[src/rtl/sevenseg_pkg.sv]
// Shared types and helpers for the seven-segment display scheduler.
package sevenseg_pkg;

  typedef enum logic [1:0] {
    IDLE = 2'd0,
    SHOW = 2'd1,
    LOCK = 2'd2
  } sched_state_e;

  typedef struct packed {
    logic [15:0] value;
    logic [3:0]  dp;
  } disp_frame_t;

  localparam logic [3:0] DP_ALL_ON = 4'b1111;

  // (base + off) mod n, for base < n and off <= n.
  function automatic int unsigned wrap_idx(input int unsigned base,
                                           input int unsigned off,
                                           input int unsigned n);
    int unsigned s;
    s = base + off;
    return (s >= n) ? (s - n) : s;
  endfunction

endpackage

[src/rtl/sevenseg_rr_pick.sv]
// Round-robin picker: first valid index strictly after start_idx, wrapping,
// with start_idx itself as the last candidate.
module sevenseg_rr_pick
  import sevenseg_pkg::*;
#(
  parameter int unsigned NUM_SRC = 4,
  parameter int unsigned IDX_W   = $clog2(NUM_SRC)
) (
  input  logic [NUM_SRC-1:0] valid,
  input  logic [IDX_W-1:0]   start_idx,
  output logic [IDX_W-1:0]   next_idx_c,
  output logic               found_c
);

  // Scan farthest-first so the nearest valid candidate wins.
  always_comb begin
    next_idx_c = start_idx;
    found_c    = 1'b0;
    for (int unsigned k = NUM_SRC; k > 0; k--) begin
      if (valid[IDX_W'(wrap_idx(32'(start_idx), k, NUM_SRC))]) begin
        next_idx_c = IDX_W'(wrap_idx(32'(start_idx), k, NUM_SRC));
        found_c    = 1'b1;
      end
    end
  end

endmodule

[src/rtl/sevenseg_scheduler.sv]
// Round-robin sharing of the 4-digit seven-segment display between requesters.
// Optional DP blink while locked: define SEVENSEG_SCHED_BLINK_EN.
module sevenseg_scheduler
  import sevenseg_pkg::*;
#(
  parameter int unsigned NUM_SRC      = 4,
  parameter int unsigned DWELL_CYCLES = 100_000_000,
  parameter int unsigned BLINK_CYCLES = 25_000_000
) (
  input  logic                         clk,
  input  logic                         reset,
  input  logic [NUM_SRC-1:0]           src_valid,
  input  logic [NUM_SRC-1:0][15:0]     src_value,
  input  logic [NUM_SRC-1:0][3:0]      src_dp,
  input  logic                         lock_req,
  output logic [15:0]                  disp_value,
  output logic [3:0]                   disp_dp,
  output logic                         disp_blank,
  output logic [$clog2(NUM_SRC)-1:0]   cur_src,
  output logic [NUM_SRC-1:0]           src_ack
);

  localparam int unsigned IDX_W = $clog2(NUM_SRC);
  localparam int unsigned CNT_W = $clog2(DWELL_CYCLES);
  localparam logic [CNT_W-1:0] CNT_LAST = CNT_W'(DWELL_CYCLES - 1);

  // Elaboration-time parameter sanity.
  if (NUM_SRC < 2) begin : g_bad_num_src
    $error("sevenseg_scheduler: NUM_SRC must be >= 2");
  end
  if (DWELL_CYCLES < 2) begin : g_bad_dwell
    $error("sevenseg_scheduler: DWELL_CYCLES must be >= 2");
  end
  if (BLINK_CYCLES < 1) begin : g_bad_blink
    $error("sevenseg_scheduler: BLINK_CYCLES must be >= 1");
  end

  sched_state_e       state_q, state_d;
  logic [IDX_W-1:0]   cur_src_q, cur_src_d;
  logic [CNT_W-1:0]   cnt_q, cnt_d;
  logic [NUM_SRC-1:0] ack_q, ack_d;
  disp_frame_t        frame_q, frame_d;
  logic               blank_q, blank_d;

  logic [IDX_W-1:0]   pick_start;
  logic [IDX_W-1:0]   pick_idx;
  logic               pick_found;
  logic               dp_force_c;

  // From IDLE start the search just below index 0 so the lowest valid wins.
  assign pick_start = (state_q == IDLE) ? IDX_W'(NUM_SRC - 1) : cur_src_q;

  sevenseg_rr_pick #(
    .NUM_SRC (NUM_SRC),
    .IDX_W   (IDX_W)
  ) u_pick (
    .valid      (src_valid),
    .start_idx  (pick_start),
    .next_idx_c (pick_idx),
    .found_c    (pick_found)
  );

  always_comb begin
    state_d   = state_q;
    cur_src_d = cur_src_q;
    cnt_d     = cnt_q;
    ack_d     = '0;
    unique case (state_q)
      IDLE: begin
        if (pick_found) begin
          state_d   = SHOW;
          cur_src_d = pick_idx;
          ack_d     = NUM_SRC'(1) << pick_idx;
          cnt_d     = '0;
        end
      end
      SHOW, LOCK: begin
        if (!src_valid[cur_src_q]) begin
          // Shown source withdrew: move on regardless of lock.
          cnt_d = '0;
          if (pick_found) begin
            state_d   = SHOW;
            cur_src_d = pick_idx;
            ack_d     = NUM_SRC'(1) << pick_idx;
          end else begin
            state_d = IDLE;
          end
        end else if (state_q == LOCK) begin
          if (!lock_req) begin
            state_d = SHOW;
          end
        end else if (lock_req) begin
          state_d = LOCK;
        end else if (cnt_q == CNT_LAST) begin
          cnt_d     = '0;
          cur_src_d = pick_idx;
          if (pick_idx != cur_src_q) begin
            ack_d = NUM_SRC'(1) << pick_idx;
          end
        end else begin
          cnt_d = cnt_q + 1'b1;
        end
      end
      default: begin
        state_d = IDLE;
        cnt_d   = '0;
      end
    endcase
  end

`ifdef SEVENSEG_SCHED_BLINK_EN
  localparam int unsigned BLINK_W = $clog2(BLINK_CYCLES + 1);
  localparam logic [BLINK_W-1:0] BLINK_LAST = BLINK_W'(BLINK_CYCLES - 1);

  logic [BLINK_W-1:0] blink_cnt_q, blink_cnt_d;
  logic               blink_on_q, blink_on_d;

  // Half-period timer, restarted (DPs shown as-is) on every LOCK entry.
  always_comb begin
    blink_cnt_d = blink_cnt_q;
    blink_on_d  = blink_on_q;
    if ((state_d != LOCK) || (state_q != LOCK)) begin
      blink_cnt_d = '0;
      blink_on_d  = 1'b0;
    end else if (blink_cnt_q == BLINK_LAST) begin
      blink_cnt_d = '0;
      blink_on_d  = !blink_on_q;
    end else begin
      blink_cnt_d = blink_cnt_q + 1'b1;
    end
  end

  always_ff @(posedge clk) begin
    if (reset) begin
      blink_cnt_q <= '0;
      blink_on_q  <= 1'b0;
    end else begin
      blink_cnt_q <= blink_cnt_d;
      blink_on_q  <= blink_on_d;
    end
  end

  assign dp_force_c = blink_on_d && (state_d == LOCK);
`else
  assign dp_force_c = 1'b0;
`endif

  // Display frame follows the next selection so it lines up with cur_src.
  always_comb begin
    frame_d = '0;
    blank_d = (state_d == IDLE);
    if (state_d != IDLE) begin
      frame_d.value = src_value[cur_src_d];
      frame_d.dp    = dp_force_c ? DP_ALL_ON : src_dp[cur_src_d];
    end
  end

  always_ff @(posedge clk) begin
    if (reset) begin
      state_q   <= IDLE;
      cur_src_q <= '0;
      cnt_q     <= '0;
      ack_q     <= '0;
      frame_q   <= '0;
      blank_q   <= 1'b1;
    end else begin
      state_q   <= state_d;
      cur_src_q <= cur_src_d;
      cnt_q     <= cnt_d;
      ack_q     <= ack_d;
      frame_q   <= frame_d;
      blank_q   <= blank_d;
    end
  end

  assign disp_value = frame_q.value;
  assign disp_dp    = frame_q.dp;
  assign disp_blank = blank_q;
  assign cur_src    = cur_src_q;
  assign src_ack    = ack_q;

endmodule

[config.mk]
export PLATFORM = sky130hd
export DESIGN_NAME = sevenseg_scheduler
export DESIGN_NICKNAME = d
export VERILOG_FILES = /design/src/rtl/sevenseg_pkg.sv /design/src/rtl/sevenseg_rr_pick.sv /design/src/rtl/sevenseg_scheduler.sv
export SDC_FILE = /design/constraint.sdc
export NUM_CORES = 1
export LEC_CHECK = 0
export ABC_AREA = 1
export ABC_CLOCK_PERIOD_IN_PS = 5900
export CAP_MARGIN = 0
export CORE_ASPECT_RATIO = 0.75
export CORE_MARGIN = 5
export CORE_UTILIZATION = 57
export DETAILED_ROUTE_END_ITERATION = 6
export DONT_BUFFER_PORTS = 1
export PLACE_DENSITY_LB_ADDON = 0.08
export SYNTH_ARGS = -nofsm -noshare
export SYNTH_HDL_FRONTEND = slang
export SYNTH_SLANG_ARGS = --single-unit
export TNS_END_PERCENT = 5
[constraint.sdc]
create_clock -name clk -period 5.9 [get_ports clk]
set_clock_uncertainty 0.2 [all_clocks]
set_input_delay 0.59 -clock clk [delete_from_list [all_inputs] [get_ports clk]]
set_output_delay 0.59 -clock clk [all_outputs]
set_load 0.005 [all_outputs]
=== Word-level counts from Yosys, hierarchy flattened ===
Cells that the tools add are included.

* Logic and storage cells: 94
* Flip-flop bits (word level): 56
* Bits of input ports: 87

* Equal/unequal tests: 7
* Magnitude comparators: 10
* Add/subtract/negate cells: 9
* Reductions and logical operators: 6
* Bitwise logic cells: 1
* Shift operators: 1
* Multiplexer cells: 53

{| class="wikitable"
|+ Operators by type and width
! kind !! count
|-
| two-way mux 27 bit || 5
|-
| one-hot mux 27 bit (2 select lines) || 1
|-
| two-way mux 2 bit || 19
|-
| binary-select mux 16 bit (select 2 bit) || 1
|-
| two-way mux 4 bit || 7
|-
| adder 27 x 1 -> 27 bit (second input constant) || 1
|-
| equality test 27 bit (second input constant) || 1
|-
| less-than comparator 2 x 3 -> 1 bit (second input constant) || 6
|-
| two-way mux 16 bit || 1
|-
| binary-select mux 1 bit (select 2 bit) || 5
|-
| two-way mux 1 bit || 10
|-
| greater-or-equal comparator 3 bit (second input constant) || 3
|-
| binary-select mux 4 bit (select 2 bit) || 1
|-
| one-hot mux 2 bit (2 select lines) || 2
|-
| one-hot mux 4 bit (2 select lines) || 1
|-
| subtractor 2 x 1 -> 2 bit (second input constant) || 4
|-
| adder 2 x 2 -> 3 bit (second input constant) || 2
|-
| inequality test 3 bit (second input constant) || 2
|-
| adder 2 x 3 -> 4 bit (second input constant) || 1
|-
| greater-or-equal comparator 4 x 3 -> 1 bit (second input constant) || 1
|-
| zero test 2 bit || 2
|-
| OR reduction 2 bit || 2
|-
| left shift 1 x 2 -> 4 bit (first input constant) || 1
|-
| adder 2 x 1 -> 3 bit (second input constant) || 1
|-
| 7 further kinds || 7
|}

=== Longest topological paths before layout ===
Gate-level depths: netlist (run 1).

* Depth after elaboration: 18
* Mapped depth: 22
* Gate-level depth less buffers: 21

=== Hierarchy ===
From an unflattened synthesis (run 1), not the netlist that was laid out.

* Cells, all modules: 616
* Area total of the unflattened synthesis: 3930.0 µm²

{| class="wikitable"
|+ By module, submodules not included
! module !! instances !! area an instance (µm²) !! cells each
|-
| sevenseg_scheduler || 1 || 3688.5 || 569
|-
| sevenseg_rr_pick || 1 || 241.5 || 47
|}

=== Worst setup path after synthesis (run 1) ===
OpenSTA, ideal clock, no wires.

* Path kind: reg2reg
* From: register state_q[0]
* To: register cnt_q[24]
* Cell stages (with the launch flop): 18
* Arrival time: 2.067 ns
* Path slack: 3.506 ns
* Library setup time: 0.126 ns
* Clock period less this slack: 2.394 ns
* Required time: 5.574 ns
* Path buffers: 1
* Cells stage by stage: dfxtp_1 -> inv_1 -> ha_1 -> nor2_2 -> nand2_1 -> nand2_1 -> nand2_1 -> nand2_1 -> nor2_1 -> nand2_2 -> inv_2 -> nand2_2 -> nand2_4 -> inv_2 -> buf_4 -> nand2_1 -> o21ai_0 -> a21oi_1

* Word-level cells in the longest chain between the ends: 13
* Elaborated cells between the ends (all ways): 38

{| class="wikitable"
|+ Ends and longest elaborated chain
! what !! line !! text
|-
| start: declaration || sevenseg_scheduler.sv:38 || <nowiki>sched_state_e state_q, state_d;</nowiki>
|-
| start signal: assignment || sevenseg_scheduler.sv:167 || <nowiki>state_q <= state_d;</nowiki>
|-
| zero test 2 bit || sevenseg_scheduler.sv:51, sevenseg_scheduler.sv:68 ||
|-
| two-way mux 2 bit || sevenseg_scheduler.sv:51 || <nowiki>assign pick_start = (state_q == IDLE) ? IDX_W'(NUM_SRC - 1) : cur_src_q;</nowiki>
|-
| adder 2 x 3 -> 4 bit || sevenseg_pkg.sv:22 || <nowiki>s = base + off;</nowiki>
|-
| greater-or-equal comparator 4 x 3 -> 1 bit or subtractor 2 x 1 -> 2 bit (tied branches) || sevenseg_pkg.sv:23 || <nowiki>return (s >= n) ? (s - n) : s;</nowiki>
|-
| two-way mux 2 bit || sevenseg_pkg.sv:23 ||
|-
| binary-select mux 1 bit (select 2 bit) || sevenseg_rr_pick.sv:20 || <nowiki>if (valid[IDX_W'(wrap_idx(32'(start_idx), k, NUM_SRC))]) begin</nowiki>
|-
| two-way mux 1 bit (implied by the code) || sevenseg_rr_pick.sv:20 ||
|-
| two-way mux 1 bit (4 in series) || sevenseg_rr_pick.sv:20 ||
|-
| inequality test 2 bit (no line) || n/a ||
|-
| AND reduction 3 bit (no line) || n/a ||
|-
| end signal: assignment || sevenseg_scheduler.sv:169 || <nowiki>cnt_q <= cnt_d;</nowiki>
|-
| end: declaration || sevenseg_scheduler.sv:40 || <nowiki>logic [CNT_W-1:0] cnt_q, cnt_d;</nowiki>
|}

Parallel ways exist; a longest one is shown, timed or not. The select of a mux whose other input is x is not followed.
A chain may end at the register's enable or synchronous reset.

=== Worst setup path in the final report (run 1) ===
* From: register state_q[0]
* To: register frame_q, in the netlist disp_value[1]

* Word-level cells in the longest chain between the ends: 18
* Elaborated cells between the ends (all ways): 55

{| class="wikitable"
|+ Ends and longest elaborated chain
! what !! line !! text
|-
| zero test 2 bit || sevenseg_scheduler.sv:51, sevenseg_scheduler.sv:68 ||
|-
| two-way mux 2 bit || sevenseg_scheduler.sv:51 ||
|-
| adder 2 x 3 -> 4 bit || sevenseg_pkg.sv:22 ||
|-
| greater-or-equal comparator 4 x 3 -> 1 bit or subtractor 2 x 1 -> 2 bit (tied branches) || sevenseg_pkg.sv:23 ||
|-
| two-way mux 2 bit || sevenseg_pkg.sv:23 ||
|-
| binary-select mux 1 bit (select 2 bit) || sevenseg_rr_pick.sv:20 ||
|-
| two-way mux 1 bit (implied by the code) || sevenseg_rr_pick.sv:20 ||
|-
| two-way mux 2 bit (4 in series) || sevenseg_rr_pick.sv:20 ||
|-
| two-way mux 2 bit || sevenseg_scheduler.sv:94 || <nowiki>end else if (cnt_q == CNT_LAST) begin</nowiki>
|-
| two-way mux 2 bit || sevenseg_scheduler.sv:92 || <nowiki>end else if (lock_req) begin</nowiki>
|-
| two-way mux 2 bit || sevenseg_scheduler.sv:88 || <nowiki>end else if (state_q == LOCK) begin</nowiki>
|-
| two-way mux 2 bit || sevenseg_scheduler.sv:78 || <nowiki>if (!src_valid[cur_src_q]) begin</nowiki>
|-
| one-hot mux 2 bit (2 select lines) || sevenseg_scheduler.sv:68 || <nowiki>unique case (state_q)</nowiki>
|-
| binary-select mux 16 bit (select 2 bit) || sevenseg_scheduler.sv:153 || <nowiki>frame_d.value = src_value[cur_src_d];</nowiki>
|-
| two-way mux 16 bit (implied by the code) || sevenseg_scheduler.sv:153 ||
|-
| end signal: assignment || sevenseg_scheduler.sv:171 || <nowiki>frame_q <= frame_d;</nowiki>
|-
| end: declaration || sevenseg_scheduler.sv:42 || <nowiki>disp_frame_t frame_q, frame_d;</nowiki>
|}

Parallel ways exist; a longest one is shown, timed or not. The select of a mux whose other input is x is not followed.

==> summary.txt, run 1 <==
Run status
  • Status: completed

Worst setup path
  • Critical-path maximum fanout: 40
  • Slowest cell on crit path: nand2_1
  • Arrival @ worst endpoint: 3.44 ns
  • CP Buf/Inv Count: 1
  • Most Frequent Cell on Critical Path: nand2_1
  • Setup crit end kind: register
  • Crit path kind: reg2reg
  • Worst EP required: 5.91 ns
  • Crit start category: register
  • Crit-path max cell delay: 0.91 ns
  • CP cell instances: inv_1 -> ha_1 -> nor2_2 -> nand2_1 -> nand2_1 -> nand2_1 -> nand2_1 -> nand3_1 -> nand3_1 -> nand2_1 -> o21ai_1 -> o211ai_1 -> nand2_1 -> nand3_1 -> nand2_1 -> nor2_1
  • Cell family with most CP delay: simple AND/OR/NAND/NOR gates

Global route
  • Initial antenna violation count: 0
  • Met3 Usage GRT: 0.0571
  • Global-route wire length before repair: 14000 microns
  • Met1 GRT Util: 0.296
  • Tot GR Track Use: 0.217
  • GRT overflow: 0
  • Met2 GRT Util: 0.345
  • Vias in the first global route: 2998
  • Gr busiest metal: met2
  • Pin count of the biggest net entering global routing: 42

Timing
  • Fin crit share: 0.581
  • Final setup fails: 0
  • Slew Limit Headroom: 0.165
  • Fmax: 292 MHz
  • RSZ-0062 raised after global routing: false
  • Final Hold Fails: 0
  • Slew Viols, Final: 0
  • Slew @ Worst Pin: 1.25 ns
  • Fin Setup TNS: 0 ns
  • Min Tclk post-route: 3.43 ns

Synth
  • Post-Synthesis Cells: 556
  • Synthesized flop and latch total: 56
  • Most common cell in the synthesized netlist: nand2_1
  • Mapped Avg Cell Area: 6.17 sq um
  • Post-synth EDFFs: 0
  • Syn nets: 647
  • Synth top cells by count: nand2_1 (165), nand3_1 (82), nor2_1 (76)
  • Synth area leaders: dfxtp_1 (33%), nand2_1 (18%), nand3_1 (12%)
  • Cell taking the most area after synthesis: dfxtp_1
  • Async set-reset flop share out of synthesis: 0
  • Register area share after synthesis: 0.327
  • Synth Flop Type: dfxtp_1
  • YS warnings: 0
  • Area share of the largest cell type after synthesis: 0.327
  • Netlist Area Pre-Place: 3430 sq um
  • Synth cell types: 36

Routing
  • Post-route DRC violation count: 0
  • Post-route ant nets: 0
  • Drt pass-1 iters: 6
  • Routed wire per std cell: 13.6 microns
  • Avg Vias per Cell: 5.43
  • Via count: 3378
  • Starting DRT DRC Count: 214
  • Routed Wire Length: 8450 microns

Finish
  • Ant diodes: 0
  • Layout net count: 634
  • Filler Cell Count: 562
  • Flip-flop and latch area: 1120 sq um
  • Synthesis-to-layout area growth: 2.26%
  • Final cell count without fillers: 622
  • Area occupied by multi-input gates: 1970 sq um
  • Fin area: 3510 sq um
  • Share of cells above drive strength 1: 0.0607

Power and ir drop
  • PwrDens: 624 nW/um^2
  • Internal: 1.03 mW
  • Sw Pwr: 1.16 mW
  • Sw Ratio: 0.530
  • Clock power share: 0.116
  • Final Power: 2.19 mW
  • Part of the power in registers: 0.237
  • Logic pwr share: 0.647
  • VDD IR max: 0.000715 V
  • Leak pwr: 1.54 nW

Job
  • Total of max-cap violations: 0

Die
  • Cell Rows: 24
  • Io pins: 114
  • Die height: 77.2 microns
  • Core Box Area: 5830 sq um
  • Die ar.: 7690 sq um
  • Initial Util: 0.589
  • Die W: 99.6 microns

Clock tree
  • Latest clock arrival within the worst-skew pair: 0.31 ns
  • Hold_buf cts: 0
  • TritonCTS clock tree: done
  • Maximum clock insertion buffer count: 2
  • Clock-pin slew of the registers on the worst-case setup and hold paths: 0.10 ns
  • Root Buffer Master: clkbuf_8
  • CTS sink cnt: 56
  • Post-CTS setup buffers: 0
  • # resized after CTS: 0
  • H-tree depth: 2
  • Num CTS Buffers: 5

Placed design
  • Placed Area: 3400 sq um
  • Post-DP HPWL: 6250 microns
  • Placed Cells: 614
  • Placer Congestion: 0.947
  • Port bufs: 0

Hold path
  • Worst min path class: in2reg
## flip-flops by register name, summed over array words and instances (netlist names)
signal / flops
disp_dp: 4
src_ack: 4
state_q: 2
disp_value: 16
disp_blank: 1
cur_src: 2
cnt_q: 27
## worst reg2reg max path: cells and delay by family (launching register included)
kind,cells,cell delay [ns]
flip-flops,1,0.38
AND/OR/NAND/NOR,12,2.11
AO/OA/AOI/OAI,2,0.24
adder cells (fa/ha/maj),1,0.29
buffers and inverters,1,0.11
## metrics by stage
| stage | util | setup slack, ns | hold slack (ns) |
|---|---|---|---|
| 2_1_floorplan | - | 3.51 | 0.244 |
| 3_3_place_gp | 0.584 | 2.61 | 0.264 |
| 3_5_place_dp | 0.584 | 2.51 | 0.269 |
| 4_1_cts | 0.602 | 2.48 | 0.124 |
| 5_1_grt | 0.602 | 2.01 | 0.124 |
| 6_report | 0.602 | 2.47 | 0.134 |
## kinds of logic (layout without fill, tap and decap cells)
family          count (synthesis)  count (layout)  synth area share
simple gates                  367             367             0.467
compound gates                 52              52            0.0857
flops                          56              56             0.327
fa+ha+maj                       4               4            0.0146
buf+inv                        74              62            0.0985
xor+xnor                        3               3           0.00766
## cell type report
cell class | instances | area share
Multi-Input combinational cell | 426 | 0.562
Tap cell | 78 | 0.0278
Timing Repair Buffer | 2 | 0.00428
Clock buffer | 6 | 0.0207
Inverter | 52 | 0.0556
Sequential cell | 56 | 0.320
Clock inverter | 2 | 0.00999
## layout by cell type, fill, tap and decap left out, types with 2 or more instances in the layout
| master | count |
|---|---|
| nand2_1 | 165 |
| nand3_1 | 82 |
| nor2_1 | 76 |
| dfxtp_1 | 56 |
| inv_1 | 44 |
| a21oi_1 | 22 |
| o21ai_0 | 20 |
| nor3_1 | 13 |
| nand4_1 | 9 |
| inv_2 | 8 |
| nand2_2 | 5 |
| clkbuf_8 | 5 |
| nand2_4 | 4 |
| ha_1 | 4 |
| nor2_2 | 3 |
| xor2_1 | 3 |
| nor3b_1 | 3 |
| nor4_1 | 2 |
| a211oi_1 | 2 |
| buf_4 | 2 |
## per-layer routing
layer  up-vias  share of wire
met5         -              0
met4         0         0.0088
met3         8          0.098
met2       148           0.46
met1      1457           0.44
li1       1765              -
## worst paths after layout
| path | startpoint | to | slack, ns | depth (start not counted) |
|---|---|---|---|---|
| worst max-delay path | state_q[0]$_SDFF_PP0_ | disp_value[1]$_SDFF_PP0_ | 2.47 | 16 |
| worst max register to register | state_q[0]$_SDFF_PP0_ | disp_value[1]$_SDFF_PP0_ | 2.47 | 16 |
| worst min register to register | cnt_q[22]$_SDFFE_PP0P_ | cnt_q[22]$_SDFFE_PP0P_ | 0.29 | 1 |
| worst min-delay path | reset | cur_src[0]$_SDFF_PP0_ | 0.13 | 1 |
## power groups by stage
stage          combinational (mW)  sequential (mW)  clock, mW
6_report                     1.42            0.520      0.254
4_1_cts                      1.43            0.522      0.257
2_1_floorplan                1.33            0.508          0
5_1_grt                      1.68            0.529      0.274
3_5_place_dp                 1.42            0.529          0
3_3_place_gp                 1.39            0.529          0
No activity file was read; power rests on OpenSTA's default activity.
==> inputs of run 2 (changes only) <==
--- a/config.mk
+++ b/config.mk
@@ -6,7 +6,7 @@
 export NUM_CORES = 1
 export LEC_CHECK = 0
 export ABC_AREA = 1
-export ABC_CLOCK_PERIOD_IN_PS = 5900
+export ABC_CLOCK_PERIOD_IN_PS = 3000
 export CAP_MARGIN = 0
 export CORE_ASPECT_RATIO = 0.75
 export CORE_MARGIN = 5
==> constraint.sdc (replaced) <==
create_clock -name clk -period 3 [get_ports clk]
set_clock_uncertainty 0.2 [all_clocks]
set_input_delay 0.3 -clock clk [delete_from_list [all_inputs] [get_ports clk]]
set_output_delay 0.3 -clock clk [all_outputs]
set_load 0.005 [all_outputs]
==> run 2 against run 1 <==
Net effect: via count up 2.9%; largest cell class unchanged; highest routed layer unchanged; total power up 100%; non-clock buffer count up 14.
==> summary.txt, run 2 (same netlist as run 1, synthesis figures left out) <==
Run status
  • Status: completed

Worst setup path
  • CP cell instances: inv_1 -> ha_2 -> nor2_1 -> nand2_1 -> nand2_1 -> nand2_1 -> nand2_1 -> nand2_2 -> nand3_1 -> nand3_1 -> nand3_1 -> nand3_2 -> nand2_4 -> buf_12 -> nand3_1 -> nand3_1 -> nand2_1 -> nor2_1
  • Crit path kind: reg2reg
  • Slowest cell on crit path: dfxtp_1
  • Worst Setup SP: state_q[0]$_SDFF_PP0_
  • Critical-path maximum fanout: 40
  • Worst Setup EP: disp_value[1]$_SDFF_PP0_
  • Setup crit end kind: register
  • Arrival @ worst endpoint: 2.78 ns
  • Cell family with most CP delay: simple AND/OR/NAND/NOR gates
  • Crit start category: register
  • R2r worst-path depth: 18
  • Crit-path max cell delay: 0.37 ns
  • Worst EP required: 3.05 ns
  • Critical path depth: 18
  • Reg-to-reg endpoint: disp_value[1]$_SDFF_PP0_
  • Flop2flop setup slack: 0.26 ns
  • R2r startpoint: state_q[0]$_SDFF_PP0_
  • CP Buf/Inv Count: 2

Finish
  • Fin area: 3660 sq um
  • Ant diodes: 0
  • Layout net count: 648
  • Commonest non-fill, non-tap cell in the layout: nand2_1
  • Share of cells above drive strength 1: 0.0717
  • Largest register FFs: 27
  • Synthesis-to-layout area growth: 6.78%
  • Biggest register: cnt_q
  • Most frequent cells in the layout: nand2_1 (165), nand3_1 (82), nor2_1 (76)

Timing
  • Hold slack: 0.00666 ns
  • Fin crit share: 0.913
  • Slew Limit Headroom: 0.598
  • Final Hold Fails: 0
  • Slew @ Worst Pin: 0.597 ns
  • Min Tclk post-route: 2.74 ns
  • Final setup fails: 0
  • Fmax: 365 MHz
  • Slew Viols, Final: 0

Routing
  • Routed wire per std cell: 13.5 microns
  • Post-route DRC violation count: 0
  • Drt pass-1 iters: 5
  • Avg Vias per Cell: 5.47
  • Starting DRT DRC Count: 235
  • Via count: 3477
  • Routed Wire Length: 8570 microns
  • Post-route ant nets: 0

Clock tree
  • CTS sink cnt: 56
  • Maximum clock insertion buffer count: 2
  • Root Buffer Master: clkbuf_8
  • H-tree depth: 2
  • Latest clock arrival within the worst-skew pair: 0.31 ns
  • Num CTS Buffers: 5
  • TritonCTS clock tree: done
  • Clock-pin slew of the registers on the worst-case setup and hold paths: 0.09 ns

Die
  • Die height: 77.2 microns
  • Io pins: 114
  • Core Box Area: 5830 sq um
  • Die W: 99.6 microns
  • Initial Util: 0.589
  • Cell Rows: 24
  • Die ar.: 7690 sq um

Job
  • Total of max-cap violations: 0

Placed design
  • Placed Area: 3470 sq um
  • Post-DP HPWL: 6480 microns
  • Placer Congestion: 0.896
  • Port bufs: 0

Global route
  • Vias in the first global route: 3067
  • Tot GR Track Use: 0.218
  • GRT overflow: 0
  • Pin count of the biggest net entering global routing: 42
  • Global-route wire length before repair: 14100 microns
  • Initial antenna violation count: 0

Power and ir drop
  • Final Power: 4.47 mW
  • PwrDens: 1220 nW/um^2
  • Leak pwr: 1.60 nW
  • VDD IR max: 0.000980 V

Hold path
  • Worst min path class: in2reg
[run 2: repair_timing]
action                                  4_1_cts  5_1_grt
gates resized for setup                       0        4
setup buffers                                 0        0
endpoints found under the setup margin        0       35
endpoints found under the hold margin        13        0
hold buffers                                  8        0
[run 2: area by class of cell]
cell class,instances,area (sq um)
flip-flops and latches,56,1120
repair buffers,16,165
fillers,550,2160
multi-input cells,426,1990
inverters,52,198
clock buffers,7,86.3
well taps,78,97.6
clock inverters,1,7.51
[run 2: worst min path at each step]
stage | start | to | slack (ns) | depth (start not counted)
after detailed placement | reset | state_q[0]$_SDFF_PP0_ | 0.18 | 1
after global routing | src_value[38] | disp_value[6]$_SDFF_PP0_ | 0.009 | 4
final | src_value[0] | disp_value[0]$_SDFF_PP0_ | 0.007 | 4
after CTS | src_dp[2] | disp_dp[2]$_SDFF_PP0_ | 0.0008 | 4
after global placement | reset | cur_src[1]$_SDFF_PP0_ | 0.18 | 1
after floorplan | cnt_q[22]$_SDFFE_PP0P_ | cnt_q[22]$_SDFFE_PP0P_ | 0.24 | 1
[run 2: metal layers]
| layer | wire, microns | global-route usage | up-vias |
|---|---|---|---|
| li1 | - | - | 1797 |
| met1 | 3840 | 0.294 | 1536 |
| met2 | 3840 | 0.342 | 139 |
| met3 | 841 | 0.0734 | 5 |
| met4 | 46 | 0.0368 | 0 |
| met5 | 0 | 0 | - |
[run 2: metrics by stage]
step                setup slack, ns  std cells  utilization  TNS [ns]
detailed placement            0.151        620        0.596         0
global route               -0.00429        636        0.629  -0.00429
CTS                           0.126        636        0.626         0
finish                        0.262        636        0.629         0
floorplan                     0.606        556            -         0
global placement              0.226        620        0.596         0
[run 2: worst register-to-register path: stages (launching register included)]
cell and delay [ns]:
dfxtp_1 0.37, inv_1 0.10, ha_2 0.24, nor2_1 0.25, nand2_1 0.08, nand2_1 0.10
nand2_1 0.07, nand2_1 0.11, nand2_2 0.09, nand3_1 0.12, nand3_1 0.10, nand3_1 0.09
nand3_2 0.11, nand2_4 0.12, buf_12 0.20, nand3_1 0.10, nand3_1 0.09, nand2_1 0.05
nor2_1 0.11
[run 2: report_power, final]
part	internal (mW)	total, mW	switching [mW]
clock	0.188	0.432	0.243
sequential	0.912	1.02	0.104
combinational	1.05	3.03	1.98
